===== config.mk =====
export PLATFORM = sky130hd
export DESIGN_NAME = vga_bounce_gen
export DESIGN_NICKNAME = d
export VERILOG_FILES = /design/src/rtl/vga_bounce_gen.sv
export SDC_FILE = /design/constraint.sdc
export NUM_CORES = 1
export LEC_CHECK = 0
export BUFFER_PORTS_ARGS = -buffer_cell sky130_fd_sc_hd__buf_2
export CORE_MARGIN = 10
export CORE_UTILIZATION = 57
export DETAILED_ROUTE_END_ITERATION = 8
export GPL_TIMING_DRIVEN = 0
export PLACE_DENSITY = 0.79
export SKIP_CTS_REPAIR_TIMING = 1
export SKIP_LAST_GASP = 1
export SYNTH_ARGS = -nofsm -noshare
export SYNTH_HDL_FRONTEND = slang
export SYNTH_SLANG_ARGS = --single-unit

===== constraint.sdc =====
create_clock -name pxl_clk -period 5.45 [get_ports pxl_clk]
set_input_delay 1.09 -clock pxl_clk [delete_from_list [all_inputs] [get_ports pxl_clk]]
set_output_delay 1.09 -clock pxl_clk [all_outputs]
set_load 0.05 [all_outputs]

===== src/rtl/vga_bounce_gen.sv =====
// vga_bounce_gen: bouncing solid-square test pattern feeding vga_core, one position update per FRAME_DIV frames.
// Define VGA_BOUNCE_BORDER_EN to overlay a white 1-pixel border around the active area.
module vga_bounce_gen #(
  parameter int          BOX_SIZE  = 32,
  parameter int          STEP      = 2,
  parameter int          FRAME_DIV = 1,
  parameter logic [11:0] BG_COLOR  = 12'h000
) (
  input  logic        pxl_clk,
  input  logic        pxl_rstn,
  input  logic [31:0] horz_res,
  input  logic [31:0] vert_res,
  input  logic        horz_active,
  input  logic        vert_active,
  input  logic        frame_active,
  input  logic        move_en,
  output logic [3:0]  rgb_red,
  output logic [3:0]  rgb_green,
  output logic [3:0]  rgb_blue,
  output logic [15:0] bounce_cnt
);
  typedef enum logic {INC, DEC} dir_t;
  typedef struct packed {
    logic        bnc;
    dir_t        dir;
    logic [11:0] pos;
  } axis_t;
  localparam logic [7:0] DIV_LAST = 8'(FRAME_DIV - 1);
  logic [11:0] x_cnt, y_cnt, box_x, box_y, pix;
  logic        h_q, v_q, frame_end, update, in_box;
  dir_t        dir_x, dir_y;
  axis_t       ax, ay;
  logic [2:0]  col;
  logic [7:0]  div;
  // One axis of motion: a resolution not larger than the box pins it at 0 with no bounce
  function automatic axis_t step_axis(input logic [11:0] pos, input dir_t dir, input logic [31:0] res);
    axis_t       r;
    logic [31:0] p;
    p = {20'd0, pos};
    r.bnc = 1'b0;
    r.dir = dir;
    r.pos = 12'd0;
    if (res > BOX_SIZE) begin
      if (dir == INC) begin
        if (p + BOX_SIZE + STEP >= res) begin
          r.bnc = 1'b1;
          r.dir = DEC;
          r.pos = 12'(res - BOX_SIZE);
        end else r.pos = 12'(p + STEP);
      end else begin
        if (p <= STEP) begin
          r.bnc = 1'b1;
          r.dir = INC;
        end else r.pos = 12'(p - STEP);
      end
    end
    return r;
  endfunction
  always_comb begin
    frame_end = v_q & ~vert_active;
    update    = frame_end && div == DIV_LAST && move_en;
    ax        = step_axis(box_x, dir_x, horz_res);
    ay        = step_axis(box_y, dir_y, vert_res);
    in_box    = x_cnt >= box_x && {20'd0, x_cnt} < {20'd0, box_x} + BOX_SIZE &&
                y_cnt >= box_y && {20'd0, y_cnt} < {20'd0, box_y} + BOX_SIZE;
    pix       = !frame_active ? 12'h000 : in_box ? {{4{col[2]}}, {4{col[1]}}, {4{col[0]}}} : BG_COLOR;
`ifdef VGA_BOUNCE_BORDER_EN
    if (frame_active && (x_cnt == 12'd0 || {20'd0, x_cnt} == horz_res - 32'd1 ||
                         y_cnt == 12'd0 || {20'd0, y_cnt} == vert_res - 32'd1))
      pix = 12'hFFF;
`endif
  end
  always_ff @(posedge pxl_clk or negedge pxl_rstn) begin
    if (!pxl_rstn) begin
      {rgb_red, rgb_green, rgb_blue} <= 12'h000;
      bounce_cnt <= 16'd0;
      box_x      <= 12'd0;
      box_y      <= 12'd0;
      dir_x      <= INC;
      dir_y      <= INC;
      col        <= 3'd1;
      div        <= 8'd0;
      x_cnt      <= 12'd0;
      y_cnt      <= 12'd0;
      h_q        <= 1'b0;
      v_q        <= 1'b0;
    end else begin
      {rgb_red, rgb_green, rgb_blue} <= pix;
      h_q   <= horz_active;
      v_q   <= vert_active;
      x_cnt <= !horz_active ? 12'd0 : frame_active ? x_cnt + 12'd1 : x_cnt;
      y_cnt <= !vert_active ? 12'd0 : (h_q && !horz_active) ? y_cnt + 12'd1 : y_cnt;
      if (frame_end) div <= (div == DIV_LAST) ? 8'd0 : div + 8'd1;
      if (update) begin
        box_x <= ax.pos;
        box_y <= ay.pos;
        dir_x <= ax.dir;
        dir_y <= ay.dir;
        if (ax.bnc || ay.bnc) begin
          col        <= (col == 3'd7) ? 3'd1 : col + 3'd1;
          bounce_cnt <= bounce_cnt + 16'd1;
        end
      end
    end
  end
endmodule


Word level (Yosys, flattened, before mapping)
Cells that the tools add are included.
{ "word_totals": {"reg_bits": 91, "inputBits": 70, "output_inout_bits": 28, "elab_cells": 76} }
{ "classes": {"addsub": 15, "magnitude_cmp": 10, "eq_ne": 3, "mux": 20, "bitwise_logic": 2, "reduce_logical": 12} }
{ "op_table": {"columns": ["op", "n"], "rows": [
  ["2-to-1 mux 12 bit", 10],
  ["adder 32 x 2 -> 32 bit, second input constant", 2],
  ["greater-or-equal comparator 32 bit", 2],
  ["> comparator 32 x 6 -> 1 bit, second input constant", 2],
  ["2-to-1 mux 14 bit", 4],
  ["adder 12 x 6 -> 13 bit, second input constant", 2],
  ["< comparator 12 x 13 -> 1 bit", 2],
  ["adder 12 x 1 -> 12 bit, second input constant", 2],
  ["adder 12 x 2 -> 12 bit, second input constant", 2],
  ["greater-or-equal comparator 12 bit", 2],
  ["<= comparator 12 x 2 -> 1 bit, second input constant", 2],
  ["subtractor 12 x 2 -> 12 bit, second input constant", 2],
  ["subtractor 12 x 6 -> 12 bit, second input constant", 2],
  ["adder 16 x 1 -> 16 bit, second input constant", 1],
  ["adder 8 x 1 -> 8 bit, second input constant", 1],
  ["logical NOT 8 bit", 1],
  ["2-to-1 mux 2 bit", 4],
  ["2-to-1 mux 8 bit", 1],
  ["logical AND 1 bit", 6],
  ["AND reduction 2 bit", 3],
  ["!= test 2 x 1 -> 1 bit, second input constant", 2],
  ["adder 3 x 1 -> 3 bit, second input constant", 1],
  ["equality test 3 bit, second input constant", 1],
  ["2-to-1 mux 3 bit", 1],
  ["other kinds (4)", 4]
]} }

Depth between registers and ports, before layout
{ "depth": {"word_depth": 8, "ltp_mapped": 16, "mapped_depth_nobuf": 14} }

Worst setup path after synthesis
Ideal clock, no wire load.
{ "synth_timing": {"path_type": "register -> register", "from": "reg box_y[6]", "to": "reg bounce_cnt[1]", "setup_time_ns": 0.125, "arrival_time_ns": 3.866, "required_time_ns": 5.325, "path_slack_ns": 1.459, "path_stages_with_launch": 15, "path_buffers": 0, "synth_period_minus_slack_ns": 3.991, "cell_sequence": "dfrtp_1 ha_1 xor2_1 inv_1 nor3_1 nand2_1 xor2_1 ha_1 nand2_1 or4_1 or4_4 a211o_1 a21oi_4 a21oi_2 mux2_4"} }
{ "synth_between": {"elab_chain_cells": 8, "elab_cells_between_ends": 10, "cone_classes": "2 x add/sub; 2 x order compare; 4 x mux; 2 x reduce/logical"} }
{ "synth_lines": {"columns": ["element", "line_no", "source"], "rows": [
  ["start, declared", "29", "logic [11:0] x_cnt, y_cnt, box_x, box_y, pix;"],
  ["start signal, assigned", "96", "box_y <= ay.pos;"],
  ["adder 12 x 6 -> 13 bit", "45", "if (p + BOX_SIZE + STEP >= res) begin"],
  ["adder 32 x 2 -> 32 bit", "45", null],
  ["greater-or-equal comparator 32 bit", "45", null],
  ["2-to-1 mux 2 bit", "45", null],
  ["2-to-1 mux 14 bit *", "44", "if (dir == INC) begin"],
  ["2-to-1 mux 14 bit *", "43", "if (res > BOX_SIZE) begin"],
  ["logical OR 1 bit *", "99", "if (ax.bnc || ay.bnc) begin"],
  ["AND reduction 2 bit (no line) *", null, null],
  ["end signal, assigned", "101", "bounce_cnt <= bounce_cnt + 16'd1;"],
  ["end, declared", "20", "output logic [15:0] bounce_cnt"]
]} }
Every way passes the cells marked *; elsewhere a longest branch is shown, timed or not.
A chain may end at the register's enable or synchronous reset.

Final worst setup path
{ "layout_timing": {"from": "reg box_y[6]", "to": "reg box_y[5]"} }
{ "layout_between": {"elab_chain_cells": 6, "elab_cells_between_ends": 8, "cone_classes": "2 x add/sub; 2 x order compare; 4 x mux"} }
{ "layout_lines": {"columns": ["element", "line_no"], "rows": [
  ["adder 12 x 6 -> 13 bit", "45"],
  ["adder 32 x 2 -> 32 bit", "45"],
  ["greater-or-equal comparator 32 bit", "45"],
  ["2-to-1 mux 12 bit", "45"],
  ["2-to-1 mux 14 bit *", "44"],
  ["2-to-1 mux 14 bit *", "43"]
]} }
Marked as above.

==> impl_results.md <==
- Status: completed
- # setup viols final: 0
- Filler cell count: 1059
- Area of the multi-input gates: 4920 um2
- Routed WL: 19900 um
- Register-to-Register Path Depth: 14
- EDFF count, synth: 0
- Reg-to-Reg End: box_y[5]$_DFFE_PN0P_
- Die X: 134 um
- Cell with the most instances after synthesis: ha_1
- N_diodes: 0
- Area share of the largest cell type after synthesis: 0.273
- Flop2flop setup slack: 0.71 ns
- Tightest Hold Check Type: reg2reg
- Drt via density: 5.96
- Post-Synth Simple-Gate Area: 0.237
- Tcrit/Tclk final: 0.869
- FF-to-FF Start: box_y[6]$_DFFE_PN0P_
- DR WL met2: 8820 um
- Clock buffer depth: 2
- DR vias: 6974
- Slew Viols, Final: 0
- Clk sink count: 82
- WHS Endpoint: bounce_cnt[15]$_DFFE_PN0P_
- Max_cap viols: 0
- Synth-to-Final Area Change: 13.9%
- WHS Path Cells: 1
- LEAKAGE: 3.94 nW
- GPL Wtd Cong: 0.996
- All-layer global routing usage: 0.220
- Setup ws final: 0.714 ns
- Pin count of the biggest net entering global routing: 51
- FF+latch count, synth: 82
- FP Rows: 41
- Max Freq: 0.211 GHz
- Layout cells sized above 1: 0.144
- Critical Path RT: 5.67 ns
- Die ar.: 18000 um2
- Routed wl met3: 1510 um
- Synth cell count leaders: 85 x ha_1, 81 x dfrtp_1, 74 x nand2_1
- Synthesized area: 7420 um2
- Avg WL per Cell: 17.0 um
- Initial DRC count: 653
- Final instance area: 8450 um2
- Mux cell area share after synthesis: 0.0158
- Critical path launch point type: flop
- CP max FO: 9
- Cell Area, Placed: 8150 um2
- Clock root buffer: clkbuf_16
- Final min period: 4.74 ns
- I/O pin total: 98
- DIE HEIGHT: 134 um
- Async set or reset register ratio after synthesis: 1.00
- PortBufs: 96
- Most used flip-flop cell after synthesis: dfrtp_1
- Worst-Margin Slew: 0.894 ns
- Peak supply drop: 0.227 mV
- Yosys top cell by area: dfrtp_1
- Area contributors post-synth: dfrtp_1 27%, ha_1 14%, xnor2_1 8.6%
- TNS Setup: 0 ns
- Avg Cell Area, Syn: 8.39 um2
- Compound-cell area share of the yosys netlist: 0.167
- Yosys cell types: 70
- Initial Util: 0.586
- CP arrival: 4.96 ns
- Ys Warns: 0
- Overflow after GRT: 0
- RSZ-0062 raised after global routing: false
- Drt pass-1 iters: 5
- Sequential fraction of the synthesis area: 0.277
- Slew HR: 0.401
- # nets final: 1149
- Antenna Nets Post-Route: 0
- Final Power: 0.00246 W
- Final hold vios: 0
- Largest family of logic cells by synthesized area: simple AND/OR/NAND/NOR gates
- CTS tree: built
- Total CTS buffers: 9
- Worst clock skew: 0.00856 ns
- # DRC: 0
- M1 WL: 9310 um
- Post-synthesis xor/xnor area fraction: 0.0991
- DR top layer: met4
- Crit path kind: reg2reg
- First-pass GRT wire length: 33300 um
- Placement Setup Slack: 0.816 ns
- Initial antenna violation count: 0
- Worst hold start: bounce_cnt[15]$_DFFE_PN0P_
- Core area: 12700 um2
- Vias in the first global route: 6847
- Htree depth: 3
- CP Capture Type: flop
- Register area: 2050 um2
- Clock slew at reported path FFs: 0.06 ns
- Clock Latency Late Sink: 0.35 ns
- Pwr dens: 291 nW/um2
- Post-Synth Adder-Cell Area: 0.143
- Post-Syn Instances: 885
- Post-DP HPWL: 15700 um
## layout make-up
type	instances	area share
clock inverter	7	0.00918
buffer	40	0.0229
sequential	82	0.243
tap	172	0.0255
multi-input combinational	695	0.582
timing repair buffer	97	0.0604
clock buffer	9	0.0266
inverter	69	0.0306
## routing by layer
metal,vias up,global-route usage
li1,3426,-
met1,3270,0.298
met2,247,0.346
met3,31,0.0500
met4,0,0.0556
met5,-,0
## per-stage QoR
step / util / hold slack [ns] / cells
final: 0.667 / 0.463 / 1171
after global routing: 0.667 / 0.479 / 1171
after CTS: 0.667 / 0.472 / 1171
after detailed placement: 0.643 / 0.463 / 1155
after global placement: 0.641 / 0.457 / 1154
after floorplan: - / 0.447 / 886
## how the worst max path moves through the flow
stage,from,endpoint,cells after the start
4_1_cts,box_y[6]$_DFFE_PN0P_,box_y[5]$_DFFE_PN0P_,14
3_3_place_gp,box_y[6]$_DFFE_PN0P_,box_y[5]$_DFFE_PN0P_,14
3_5_place_dp,box_y[6]$_DFFE_PN0P_,box_y[5]$_DFFE_PN0P_,14
6_report,box_y[6]$_DFFE_PN0P_,box_y[5]$_DFFE_PN0P_,14
5_1_grt,box_y[5]$_DFFE_PN0P_,box_y[5]$_DFFE_PN0P_,15
2_1_floorplan,box_y[6]$_DFFE_PN0P_,bounce_cnt[1]$_DFFE_PN0P_,14
## power breakdown
part           internal [W]  total [W]  switching, W  leakage (nW)
sequential         0.000679   0.000780      0.000101          1.08
combinational      0.000419    0.00105      0.000631          2.71
clock              0.000359   0.000626      0.000267         0.146
## worst max-delay path, cell delays in order (launching register included)
cell	delay, ns
dfrtp_1	0.52
ha_1	0.31
xor2_1	0.27
inv_1	0.13
nor3_1	0.32
nand2_1	0.11
xor2_1	0.18
ha_1	0.31
nand2_1	0.06
or4_1	0.52
or4_4	0.57
a211oi_1	0.74
nand2_1	0.23
a32oi_1	0.24
nand2_1	0.08
## logic make-up after synthesis
logic type      after synthesis
compound gates              176
xor+xnor                     84
fa+ha+maj                    85
buf+inv                     109
flops                        82
mux                          10
other cells                   1
simple gates                338
## sequential cells by signal, indices dropped and copies added (netlist names)
register and cells:
col 3, h_q 1, rgb_red 1, div 8
box_x 12, rgb_blue 1, box_y 12, v_q 1
x_cnt 12, bounce_cnt 16, rgb_green 1, dir_y 1
dir_x 1, y_cnt 12
## cell usage in the layout, fill, tap and decap left out, types with 27 or more instances in the layout
master,n
dfrtp_1,81
nand3_1,42
clkbuf_1,28
ha_1,85
and2_1,30
a21oi_1,33
nor2_1,51
nor3_1,28
xnor2_1,73
inv_1,69
o21ai_0,33
nor4_1,27
buf_2,97
nand2_1,74
Note: power is estimated with default switching activity, not from simulation.
